<file path="src/rtl/cpu_run_ctrl.sv">
// Run/debug sequencer for the single-cycle CPU: gates progress via cpu_en, runs host
// commands (RUN, STEP, RUN_N, DUMP), stops on breakpoint or halt, streams the regfile out.
module cpu_run_ctrl #(
   parameter int CNT_W = 16
) (
   input  logic             clk,
   input  logic             rst,
   input  logic             cmd_valid,
   output logic             cmd_ready,
   input  logic [1:0]       cmd_op,
   input  logic [CNT_W-1:0] cmd_arg,
   input  logic             halt_req,
   input  logic             bp_en,
   input  logic [31:0]      bp_addr,
   input  logic [31:0]      cpu_pc,
   output logic             cpu_en,
   output logic [4:0]       rf_raddr,
   input  logic [31:0]      rf_rdata,
   output logic             dump_valid,
   input  logic             dump_ready,
   output logic [4:0]       dump_idx,
   output logic [31:0]      dump_data,
   output logic             busy,
   output logic [1:0]       stop_cause,
   output logic [31:0]      icount
);

   typedef enum logic [1:0] {S_IDLE, S_RUN, S_RUN_N, S_DUMP} state_t;

   localparam logic [CNT_W-1:0] CNT_ONE  = CNT_W'(1);
   localparam logic [CNT_W-1:0] CNT_ZERO = '0;

   state_t           state_q, state_d;
   logic [CNT_W-1:0] remaining_q, remaining_d;
   logic [4:0]       dump_idx_q, dump_idx_d;
   logic             first_q, first_d;
   logic [1:0]       stop_cause_q, stop_cause_d;
   logic [31:0]      icount_q, icount_d;

   logic running;
   logic bp_hit;
   logic count_zero;
   logic cmd_fire;
   logic dump_fire;

   assign running    = (state_q == S_RUN) || (state_q == S_RUN_N);
   // Breakpoint is masked on the first cycle so a run can resume from bp_addr.
   assign bp_hit     = bp_en && (cpu_pc == bp_addr) && !first_q;
   assign count_zero = (state_q == S_RUN_N) && (remaining_q == CNT_ZERO);

   assign cmd_ready  = rst && (state_q == S_IDLE);
   assign cmd_fire   = cmd_valid && cmd_ready;
   assign cpu_en     = rst && running && !halt_req && !bp_hit && !count_zero;
   // A halt aborts the dump without completing a handshake in that cycle.
   assign dump_valid = rst && (state_q == S_DUMP) && !halt_req;
   assign dump_fire  = dump_valid && dump_ready;
   assign busy       = rst && (state_q != S_IDLE);

   assign rf_raddr   = dump_idx_q;
   assign dump_idx   = dump_idx_q;
   assign dump_data  = rf_rdata;
   assign stop_cause = stop_cause_q;
   assign icount     = icount_q;

   always_comb begin
      state_d      = state_q;
      remaining_d  = remaining_q;
      dump_idx_d   = dump_idx_q;
      first_d      = 1'b0;
      stop_cause_d = stop_cause_q;
      icount_d     = icount_q + {31'd0, cpu_en};

      case (state_q)
         S_IDLE: begin
            if (cmd_fire) begin
               stop_cause_d = 2'b00;
               case (cmd_op)
                  2'b00: begin
                     state_d = S_RUN;
                     first_d = 1'b1;
                  end
                  2'b01: begin
                     state_d     = S_RUN_N;
                     remaining_d = CNT_ONE;
                     first_d     = 1'b1;
                  end
                  2'b10: begin
                     state_d     = S_RUN_N;
                     remaining_d = cmd_arg;
                     first_d     = 1'b1;
                  end
                  default: begin
                     state_d    = S_DUMP;
                     dump_idx_d = 5'd0;
                  end
               endcase
            end
         end
         S_RUN: begin
            if (halt_req) begin
               state_d      = S_IDLE;
               stop_cause_d = 2'b11;
            end else if (bp_hit) begin
               state_d      = S_IDLE;
               stop_cause_d = 2'b10;
            end
         end
         S_RUN_N: begin
            if (halt_req) begin
               state_d      = S_IDLE;
               stop_cause_d = 2'b11;
            end else if (bp_hit) begin
               state_d      = S_IDLE;
               stop_cause_d = 2'b10;
            end else if (count_zero) begin
               state_d      = S_IDLE;
               stop_cause_d = 2'b01;
            end else begin
               remaining_d = remaining_q - CNT_ONE;
               if (remaining_q == CNT_ONE) begin
                  state_d      = S_IDLE;
                  stop_cause_d = 2'b01;
               end
            end
         end
         S_DUMP: begin
            if (halt_req) begin
               state_d      = S_IDLE;
               stop_cause_d = 2'b11;
            end else if (dump_fire) begin
               dump_idx_d = dump_idx_q + 5'd1;
               if (dump_idx_q == 5'd31) begin
                  state_d      = S_IDLE;
                  stop_cause_d = 2'b01;
               end
            end
         end
         default: state_d = S_IDLE;
      endcase
   end

   always_ff @(posedge clk) begin
      if (!rst) begin
         state_q      <= S_IDLE;
         remaining_q  <= '0;
         dump_idx_q   <= 5'd0;
         first_q      <= 1'b0;
         stop_cause_q <= 2'b00;
         icount_q     <= 32'd0;
      end else begin
         state_q      <= state_d;
         remaining_q  <= remaining_d;
         dump_idx_q   <= dump_idx_d;
         first_q      <= first_d;
         stop_cause_q <= stop_cause_d;
         icount_q     <= icount_d;
      end
   end

endmodule

</file>
<file path="config.mk">
export PLATFORM = sky130hd
export DESIGN_NAME = cpu_run_ctrl
export DESIGN_NICKNAME = d
export VERILOG_FILES = /design/src/rtl/cpu_run_ctrl.sv
export SDC_FILE = /design/constraint.sdc
export NUM_CORES = 1
export LEC_CHECK = 0
export ABC_AREA = 0
export ABC_CLOCK_PERIOD_IN_PS = 3700
export BUFFER_PORTS_ARGS = -buffer_cell sky130_fd_sc_hd__buf_2
export CORE_ASPECT_RATIO = 1.2
export CORE_UTILIZATION = 33
export CTS_CLUSTER_SIZE = 8
export DETAILED_ROUTE_END_ITERATION = 8
export PLACE_DENSITY = 0.64
export SYNTH_ARGS = -nofsm -noshare
export SYNTH_HDL_FRONTEND = slang
export SYNTH_SLANG_ARGS = --single-unit
</file>
<file path="constraint.sdc">
create_clock -name clk -period 3.7 [get_ports clk]
set_input_delay 0.185 -clock clk [delete_from_list [all_inputs] [get_ports clk]]
set_output_delay 0.185 -clock clk [all_outputs]
set_load 0.05 [all_outputs]
</file>
# --- Yosys cells after proc, flatten, opt, wreduce, memory -nomap -nowiden ---
# Cells that the tools add are included.
word_totals:
  ff_bits: 58
  inputBits: 120
  output_inout_bits: 80
op_classes:
  n_addsub: 3
  n_eq_ne: 20
  n_mux: 35
  reduce_logical: 30
ops:
  columns: ["op", "n"]
  rows:
  - ["16-bit two-way mux", 4]
  - ["16-bit one-hot mux with 2 select lines", 2]
  - ["2-bit two-way mux", 20]
  - ["32-bit by 1-bit adder with 32-bit output", 1]
  - ["32-bit equality test", 1]
  - ["5-bit two-way mux", 4]
  - ["16-bit by 1-bit equality test with 1-bit output, second input constant", 1]
  - ["16-bit zero test", 1]
  - ["2-bit one-hot mux with 4 select lines", 2]
  - ["16-bit by 1-bit subtractor with 16-bit output, second input constant", 1]
  - ["2-bit != test, second input constant", 7]
  - ["1-bit logical AND", 13]
  - ["5-bit one-hot mux with 2 select lines", 1]
  - ["5-bit AND reduction", 2]
  - ["2-bit equality test, second input constant", 3]
  - ["3-bit != test, second input constant", 2]
  - ["6-bit AND reduction", 1]
  - ["2-bit nonzero test", 3]
  - ["5-bit by 1-bit adder with 5-bit output, second input constant", 1]
  - ["5-bit equality test, second input constant", 1]
  - ["5-bit by 4-bit != test with 1-bit output, second input constant", 1]
  - ["2-bit by 1-bit equality test with 1-bit output, second input constant", 2]
  - ["1-bit zero test", 4]
  - ["2-bit zero test", 2]
  - ["8 further kinds", 8]

# --- Logic depth before layout (Yosys ltp) ---
# Gate-level depths: netlist of run 1.
logic_depth:
  word_depth: 7
  mapped_depth: 15

# --- Least setup slack after synthesis of run 1 ---
# Ideal clock, no wire load.
synth_timing:
  kind: "input -> register"
  from: "input port rst"
  to: "register icount_q[28] (netlist: icount[28])"
  setup_time_ps: 71
  arrival_time_ps: 4094
  setup_slack_ps: -465
  stages: 13
  n_path_buf: 4
  path_cell_list: "clkbuf_1 clkbuf_1 nand3b_1 nor3b_1 ha_1 ha_1 nand2_1 or3_1 buf_2 or3b_4 buf_6 or3_1 a21oi_1"
synth_between:
  elab_chain_len: 5
synth_lines:
  columns: ["element", "line", "source"]
  rows:
  - ["start, declared", "7", "input logic rst,"]
  - ["1-bit logical AND (4 in a row)", "53", "assign cpu_en = rst && running && !halt_req && !bp_hit && !count_zero;"]
  - ["named net cpu_en", "16", "output logic cpu_en,"]
  - ["32-bit by 1-bit adder with 32-bit output", "71", "icount_d = icount_q + {31'd0, cpu_en};"]
  - ["end signal, assigned", "156", "icount_q <= icount_d;"]
  - ["end, declared", "38", "logic [31:0] icount_q, icount_d;"]
# The timed path passes the listed nets, and every way through them passes these cells.
# A chain may end at the register's enable or synchronous reset.

# --- Final worst setup path of run 1 ---
layout_timing:
  from: "register remaining_q[0]"
  to: "register icount_q[20] (netlist: icount[20])"
layout_between:
  elab_chain_len: 5
layout_lines:
  columns: ["element", "line", "source"]
  rows:
  - ["start, declared", "34", "logic [CNT_W-1:0] remaining_q, remaining_d;"]
  - ["start signal, assigned", "152", "remaining_q <= remaining_d;"]
  - ["16-bit zero test", "49", "assign count_zero = (state_q == S_RUN_N) && (remaining_q == CNT_ZERO);"]
  - ["1-bit logical AND", "49", null]
  - ["1-bit zero test", "53", null]
  - ["1-bit logical AND", "53", null]
  - ["32-bit by 1-bit adder with 32-bit output", "71", null]
# No other way between the ends.

==> results of run 1 <==
## cell usage in the layout, fill, tap and decap left out, drive strengths merged, types with 9 or more instances in the layout
cell type  count
nor2          39
nor4           9
a21oi         39
ha            15
dfxtp         58
or3           12
inv           17
xor2          26
clkbuf        10
nand4         18
o21ai         22
nor3          16
xnor2         32
nand3         19
nand2         30
buf          143
## critical path, cell delays in order (launching register included)
cell and delay (ns):
dfxtp_1 0.44, inv_1 0.12, ha_1 0.23, nand2_1 0.07
nor3_1 0.07, nor3b_2 0.23, ha_1 0.21, ha_1 0.20
nand2_1 0.09, or3_1 0.41, or3b_4 0.48, or3_2 0.47
a21oi_1 0.14
## routing by layer
metal	global-route usage, %	vias to the layer above	routed length, um
met5	0	-	0
met4	7.07	0	204
met3	4.32	19	825
met2	29.7	207	5020
met1	18.5	1763	4050
li1	-	1886	-
## worst max path at each step
stage / from / endpoint / slack [ns] / cells past startpoint
after floorplan: rst / icount[28]$_SDFF_PN0_ / 0.09 / 13
after global placement: bp_addr[0] / icount[20]$_SDFF_PN0_ / 0.50 / 13
after detailed placement: bp_addr[1] / icount[18]$_SDFF_PN0_ / 0.40 / 13
after CTS: remaining_q[0]$_SDFFE_PN0P_ / icount[18]$_SDFF_PN0_ / 0.46 / 12
after global routing: remaining_q[0]$_SDFFE_PN0P_ / icount[20]$_SDFF_PN0_ / 0.23 / 12
final: remaining_q[0]$_SDFFE_PN0P_ / icount[20]$_SDFF_PN0_ / 0.47 / 12
## cells by family (layout without fill, tap and decap cells)
family | after synthesis | after routing | synth area share [%]
simple gates | 176 | 176 | 24.5
fa+ha+maj | 15 | 15 | 4.80
compound gates | 102 | 102 | 16.5
xor+xnor | 58 | 58 | 13.0
flops | 58 | 58 | 29.7
buf+inv | 81 | 176 | 11.5
## sequential cells by signal (all words and copies together) (netlist names)
register and count:
state_q 2, first_q 1, dump_idx 5, remaining_q 16
stop_cause 2, icount 32
## report_power, final
part	switching (mW)	internal (mW)	leakage, nW	total, mW
logic	0.682	0.460	1.41	1.14
registers	0.119	0.720	0.470	0.840
clock network	0.298	0.602	0.158	0.900
## area by class of cell
cell class / count / area, um^2
Timing Repair Buffer: 143 / 736
Tap cell: 157 / 196
Fill cell: 1169 / 6780
Inverter: 18 / 67.6
Multi-Input combinational cell: 351 / 2300
Clock buffer: 10 / 239
Sequential cell: 58 / 1160
Clock inverter: 5 / 78.8
## stage by stage
step                worst slack, ns  hold slack, ns
floorplan                    0.0930           0.384
global placement              0.495           0.370
detailed placement            0.397           0.370
CTS                           0.465           0.188
global route                  0.233           0.199
finish                        0.474           0.198
==> reports/results.txt, run 1 <==
outcome -> finished clean
hold path startpoint -> cmd_valid
Critical Path RT -> 3.96 ns
htree depth -> 3
clk slew on worst S/H paths -> 0.05 ns
via/cell ratio -> 5.22
critical path class -> register to register
Seq/Total Area, Yosys -> 29.7%
Syn Nets -> 625
CTS max path bufs -> 2
Yosys Warn Count -> 0
nets -> 716
Finished Cell Area -> 0.00478 mm^2
minimum clock period after layout -> 3.23 ns
hold path depth -> 2
PortBufs -> 135
RePlAce Congestion -> 0.818
Area growth, synth to finish -> 22.3%
setup_tns -> 0 ns
final setup vio count -> 0
synth cell count leaders -> dfxtp_1 (58), a21oi_1 (39), nor2_1 (39), buf_4 (37), xnor2_1 (32)
Die ar. -> 0.0123 mm^2
reg2reg start -> remaining_q[0]$_SDFFE_PN0P_
wire per inst -> 13.6 um
dominant synthesized flop cell -> dfxtp_1
Critical R2R Capture -> icount[20]$_SDFF_PN0_
number of synthesized flops with an enable pin -> 0
Least-Margin Pin Slew -> 0.602 ns
relative slew slack -> 59.6%
Post-CTS Hold Fix Bufs -> 0
Die Height -> 121 um
GRT Util Overall -> 16.7%
first-pass GRT wire length -> 16100 um
Startpoint Class -> register
Max Clock Skew -> 0.00708 ns
Cell Area, Synth -> 0.00391 mm^2
I/O Pins -> 200
Tcrit/Tclk final -> 87.2%
Yosys top cell area share -> 29.7%
Final Non-Filler Cells -> 742
placed cells -> 727
CTS Buf Count -> 9
crit path max fanout -> 14
fin util -> 41.4%
total number of vias -> 3875
largest net degree at the start of global routing -> 25
clock insertion delay at the later pin of the skew report -> 0.33 ns
total power -> 2.88 mW
synthesized area per cell -> 7.98 um^2
RSZ-0062 raised after global routing -> false
Static Leakage -> 2.04 nW
Worst EP arrival -> 3.49 ns
f_max -> 0.310 GHz
post-CTS setup buffer count -> 0
ANT cells -> 0
top-count cell post-synth -> dfxtp_1
Hold WC Path Type -> input pin to register
Starting Density -> 33.8%
PostCTS Resize Cnt -> 0
Synth cell types -> 50
CP endpoint kind -> register
initial antenna violation count -> 0
fin. max-slew vios -> 0
share of layout cells above drive strength 1 -> 29.7%
Post-Route WL -> 10100 um
Reg2Reg Setup Slack -> 0.47 ns
Max Cap Violations -> 0
row count -> 43
cell accounting for the most synthesized area -> dfxtp_1
TritonRoute pass-1 iters -> 4
Peak VDD IR -> 0.260 mV
FF+latch count, synth -> 58
final hold viol count -> 0
clk sinks -> 58
die extent in x -> 101 um
Hold EP -> first_q$_SDFF_PN0_
vias in the first global route -> 3598
Core ar. -> 0.0116 mm^2
DP Wirelength -> 7630 um
DRT antenna net count -> 0
cell area power density -> 602 mW/mm^2
Synth async-reset ratio -> 0%
Mapped Cells -> 490
placed cell area -> 0.00447 mm^2
DRC -> 0
CTS tree -> done
gr ovfl total -> 0
Root Buffer -> clkbuf_16
main area contributors after synthesis -> dfxtp_1 (30%), xnor2_1 (7.2%), buf_4 (7.1%), xor2_1 (5.8%), a21oi_1 (5.0%)
detailed router's first-iteration violation count -> 146
reg2reg path depth -> 12
Power figures use the tool's default switching activity.
==> run 2: changes to the inputs <==
- RECOVER_POWER: not set -> 100
==> run 2 against run 1 <==
Utilization fell by 0.67 points. Flip-flop and latch count did not move. Non-clock buffer count did not move. Total power fell by 0.72%. Register-to-register slack got worse by 0.04 ns. Sequential share of layout area rose by 0.40 points. Hold slack improved by 0.00086 ns. Critical path depth rose by 1. Clock power barely moved. Cell count did not move. Worst setup slack got worse by 0.039 ns. Fmax fell by 1.2%.
==> reports/results.txt, run 2 (synthesized netlist as in run 1, its figures left out) <==
outcome -> finished clean
PortBufs -> 135
Post-Route WL -> 10200 um
CTS tree -> done
Least-Margin Pin Slew -> 0.998 ns
Peak VDD IR -> 0.258 mV
wire per inst -> 13.7 um
Finished Cell Area -> 0.00471 mm^2
share of layout cells above drive strength 1 -> 21.0%
detailed router's first-iteration violation count -> 147
clock share of power -> 31.4%
total number of vias -> 3831
Logic pwr share -> 39.4%
Core ar. -> 0.0116 mm^2
DP Wirelength -> 7630 um
vias in the first global route -> 3598
initial antenna violation count -> 0
Worst EP arrival -> 3.44 ns
post-place setup slack -> 0.397 ns
most common cell after layout, fill and taps aside -> buf_2
post-CTS setup buffer count -> 0
Area growth, synth to finish -> 20.3%
first-pass GRT wire length -> 16100 um
minimum clock period after layout -> 3.26 ns
hold path depth -> 2
largest net degree at the start of global routing -> 25
internal power -> 1.77 mW
final setup vio count -> 0
Die ar. -> 0.0123 mm^2
Root Buffer -> clkbuf_16
Static Leakage -> 1.82 nW
I/O Pins -> 200
clk sinks -> 58
ANT cells -> 0
PostCTS Resize Cnt -> 0
CTS Buf Count -> 9
via/cell ratio -> 5.16
fin. max-slew vios -> 0
Startpoint Class -> register
die extent in x -> 101 um
Max Cap Violations -> 0
htree depth -> 3
CTS max path bufs -> 2
Sequential Power Share -> 29.2%
met2 wire length -> 5000 um
final hold viol count -> 0
reg2reg path depth -> 13
GRT Util Overall -> 16.7%
CP endpoint kind -> register
Post-CTS Hold Fix Bufs -> 0
clock insertion delay at the later pin of the skew report -> 0.32 ns
gr ovfl total -> 0
reg2reg start -> remaining_q[0]$_SDFFE_PN0P_
Routed met3 length -> 810 um
WL met1 -> 4160 um
DRC -> 0
RSZ-0062 raised after global routing -> false
Tcrit/Tclk final -> 88.2%
Max Clock Skew -> 0.00626 ns
row count -> 43
Reg2Reg Setup Slack -> 0.44 ns
nets -> 716
Switching Fraction -> 38.1%
number of flip-flops in the largest register -> 32
setup_tns -> 0 ns
Critical R2R Capture -> icount[24]$_SDFF_PN0_
total power -> 2.86 mW
cell area power density -> 608 mW/mm^2
Psw -> 1.09 mW
critical path class -> register to register
DRT antenna net count -> 0
placed cell area -> 0.00447 mm^2
top layer in use -> met4
Hold WC Path Type -> input pin to register
final worst slack -> 0.435 ns
Die Height -> 121 um
most frequent cells in the layout -> buf_2 (88), dfxtp_1 (58), clkbuf_1 (49)
Critical Path RT -> 3.88 ns
clk slew on worst S/H paths -> 0.05 ns
crit path max fanout -> 14
RePlAce Congestion -> 0.818
TritonRoute pass-1 iters -> 5
Starting Density -> 33.8%
f_max -> 0.306 GHz
Hold EP -> first_q$_SDFF_PN0_
relative slew slack -> 33.5%
hold path startpoint -> cmd_valid
==> run 2: cell count changes in the layout (fill, tap and decap cells not counted) <==
cell,before,now
nor3_1,15,16
nor3_2,1,0
nor4_1,7,8
buf_2,135,88
clkbuf_1,0,49
and2_1,5,4
nor4_2,1,0
and2_0,0,1
buf_4,8,6
==> run 2: final cells by class <==
cell class	count	area, um^2
multi-input combinational	351	2290
fill	1200	6860
sequential	58	1160
clock inverter	5	78.8
clock buffer	10	239
tap	157	196
timing repair buffer	143	669
inverter	18	67.6
==> run 2: how the worst max path moves through the flow <==
stage	startpoint	slack (ns)	end
global route	remaining_q[0]$_SDFFE_PN0P_	0.21	icount[24]$_SDFF_PN0_
CTS	remaining_q[0]$_SDFFE_PN0P_	0.46	icount[18]$_SDFF_PN0_
global placement	bp_addr[0]	0.50	icount[20]$_SDFF_PN0_
finish	remaining_q[0]$_SDFFE_PN0P_	0.44	icount[24]$_SDFF_PN0_
floorplan	rst	0.09	icount[28]$_SDFF_PN0_
detailed placement	bp_addr[1]	0.40	icount[18]$_SDFF_PN0_
==> run 2: power by group through the flow <==
stage                     registers [mW]  clock network, mW  logic (mW)
after floorplan                    0.847                  0       0.949
after global placement             0.844                  0        1.11
after global routing               0.850              0.951        1.26
after detailed placement           0.848                  0        1.13
after CTS                          0.837              0.919        1.14
final                              0.836              0.898        1.13
==> run 2: layer usage <==
layer  vias up  global-route usage (%)
met4         0                    7.07
met3        17                    4.32
li1       1886                       -
met5         -                       0
met1      1733                    18.5
met2       195                    29.7
==> run 2: per-stage QoR <==
stage | util, % | cells | hold slack (ns)
6_report | 40.7 | 742 | 0.199
5_1_grt | 40.7 | 742 | 0.199
4_1_cts | 41.4 | 742 | 0.188
3_5_place_dp | 38.6 | 727 | 0.370
3_3_place_gp | 38.6 | 727 | 0.370
2_1_floorplan | - | 490 | 0.384
==> run 2: critical path, cell delays in order (launching register included) <==
cell and delay [ns]:
dfxtp_1 0.44, inv_1 0.12, ha_1 0.23, nand2_1 0.07, nor3_1 0.07, nor3b_2 0.24
ha_1 0.21, ha_1 0.20, nand2_1 0.09, or3_1 0.41, or3b_4 0.48, nor3_1 0.35
xnor2_1 0.16, nor2_1 0.05
==> run 3: changes to the inputs <==
- GPL_TIMING_DRIVEN: not set -> 0
==> run 3 against run 2 <==
Final area grew 9.2%. Critical path depth increased by 2. Sequential power is essentially flat. Routed wire length up 9.3%. Combinational power increased by 12%. Total power up 2.8%. Clock power down 6.3%. Largest cell class unchanged.
==> reports/results.txt, run 3 (synthesized netlist as in run 1, its figures left out) <==
GRT Util Overall -> 18.1%
htree depth -> 3
final hold viol count -> 0
final worst slack -> 0.358 ns
Peak VDD IR -> 0.249 mV
Max Clock Skew -> 0.00598 ns
Critical Path RT -> 3.89 ns
wire per inst -> 13.4 um
RePlAce Congestion -> 0.857
CP endpoint kind -> register
f_max -> 0.299 GHz
Hold EP -> first_q$_SDFF_PN0_
Core ar. -> 0.0116 mm^2
Area growth, synth to finish -> 31.3%
largest net degree at the start of global routing -> 12
DP Wirelength -> 8580 um
critical path class -> register to register
I/O Pins -> 200
Max Cap Violations -> 0
Starting Density -> 33.8%
first-pass GRT wire length -> 17600 um
Fin Hold WS -> 0.219 ns
row count -> 43
outcome -> finished clean
relative slew slack -> 47.4%
number of flip-flops in the largest register -> 32
CTS max path bufs -> 2
minimum clock period after layout -> 3.34 ns
clk slew on worst S/H paths -> 0.05 ns
fin. max-slew vios -> 0
final setup vio count -> 0
gr ovfl total -> 0
Static Leakage -> 2.02 nW
most frequent cells in the layout -> clkbuf_1 (101), buf_2 (87), dfxtp_1 (58)
vias in the first global route -> 3925
crit path max fanout -> 10
PostCTS Resize Cnt -> 0
setup_tns -> 0 ns
reg2reg start -> remaining_q[0]$_SDFFE_PN0P_
Critical R2R Capture -> icount[24]$_SDFF_PN0_
hold path startpoint -> cmd_valid
die extent in x -> 101 um
clk sinks -> 58
post-place setup slack -> 0.0843 ns
Post-CTS Hold Fix Bufs -> 0
initial antenna violation count -> 0
TritonRoute pass-1 iters -> 4
Root Buffer -> clkbuf_16
via/cell ratio -> 5.02
share of layout cells above drive strength 1 -> 23.1%
PortBufs -> 166
ANT cells -> 0
post-CTS setup buffer count -> 0
total number of vias -> 4161
DRT antenna net count -> 0
hold path depth -> 2
fillers -> 1203
Die ar. -> 0.0123 mm^2
DRC -> 0
CTS tree -> done
Worst EP arrival -> 3.53 ns
RSZ-0062 raised after global routing -> false
Reg2Reg Setup Slack -> 0.36 ns
most common cell after layout, fill and taps aside -> clkbuf_1
reg2reg path depth -> 15
cell area power density -> 572 mW/mm^2
Tcrit/Tclk final -> 90.3%
Hold WC Path Type -> input pin to register
Die Height -> 121 um
Post-Route WL -> 11100 um
clock insertion delay at the later pin of the skew report -> 0.32 ns
CTS Buf Count -> 9
detailed router's first-iteration violation count -> 184
Least-Margin Pin Slew -> 0.782 ns
Startpoint Class -> register
nets -> 802
==> run 3: critical path, stage by stage (launching register included) <==
cell	delay [ns]
dfxtp_1	0.45
inv_1	0.12
ha_1	0.23
nand2_1	0.06
nor3_1	0.07
nor3b_2	0.27
ha_1	0.22
ha_1	0.21
nand2_1	0.10
or3_1	0.31
buf_2	0.16
or3b_4	0.41
buf_6	0.16
nor3_1	0.24
xnor2_1	0.15
nor2_1	0.05
==> run 3: per-stage QoR <==
| step | area [um^2] | instances | util (%) | power (mW) |
|---|---|---|---|---|
| floorplan | 3920 | 490 | - | 1.80 |
| detailed placement | 4940 | 813 | 42.7 | 2.11 |
| global route | 5140 | 829 | 44.4 | 3.13 |
| finish | 5140 | 829 | 44.4 | 2.94 |
| CTS | 5250 | 829 | 45.4 | 2.97 |
| global placement | 4940 | 813 | 42.7 | 2.09 |
==> run 3: layout make-up <==
type | count | area (um^2) | share of cell area (%)
clock buffer | 10 | 239 | 4.65
timing repair buffer | 166 | 731 | 14.2
buffer | 63 | 384 | 7.48
tap | 157 | 196 | 3.82
clock inverter | 6 | 66.3 | 1.29
sequential | 58 | 1160 | 22.6
multi-input combinational | 351 | 2290 | 44.6
inverter | 18 | 67.6 | 1.31
==> run 3: worst max-delay path by stage <==
stage / start / slack (ns) / endpoint / cells after the start
2_1_floorplan: rst / 0.09 / icount[28]$_SDFF_PN0_ / 13
3_3_place_gp: rst / 0.14 / icount[28]$_SDFF_PN0_ / 14
3_5_place_dp: rst / 0.08 / icount[28]$_SDFF_PN0_ / 14
4_1_cts: remaining_q[0]$_SDFFE_PN0P_ / 0.35 / icount[28]$_SDFF_PN0_ / 14
5_1_grt: remaining_q[0]$_SDFFE_PN0P_ / 0.11 / icount[30]$_SDFF_PN0_ / 14
6_report: remaining_q[0]$_SDFFE_PN0P_ / 0.36 / icount[24]$_SDFF_PN0_ / 15
==> run 3: report_power, final <==
group / leakage (nW) / switching, mW / internal [mW]
Combinational: 1.41 / 0.779 / 0.484
Clock: 0.141 / 0.302 / 0.539
Sequential: 0.470 / 0.117 / 0.720
==> run 3: per-layer routing <==
metal  vias up  global-route usage (%)  wire, um
li1       2062                       -         -
met1      1871                    20.5      4620
met2       202                    32.7      5440
met3        26                    3.40       752
met4         0                    7.97       296
met5         -                       0         0
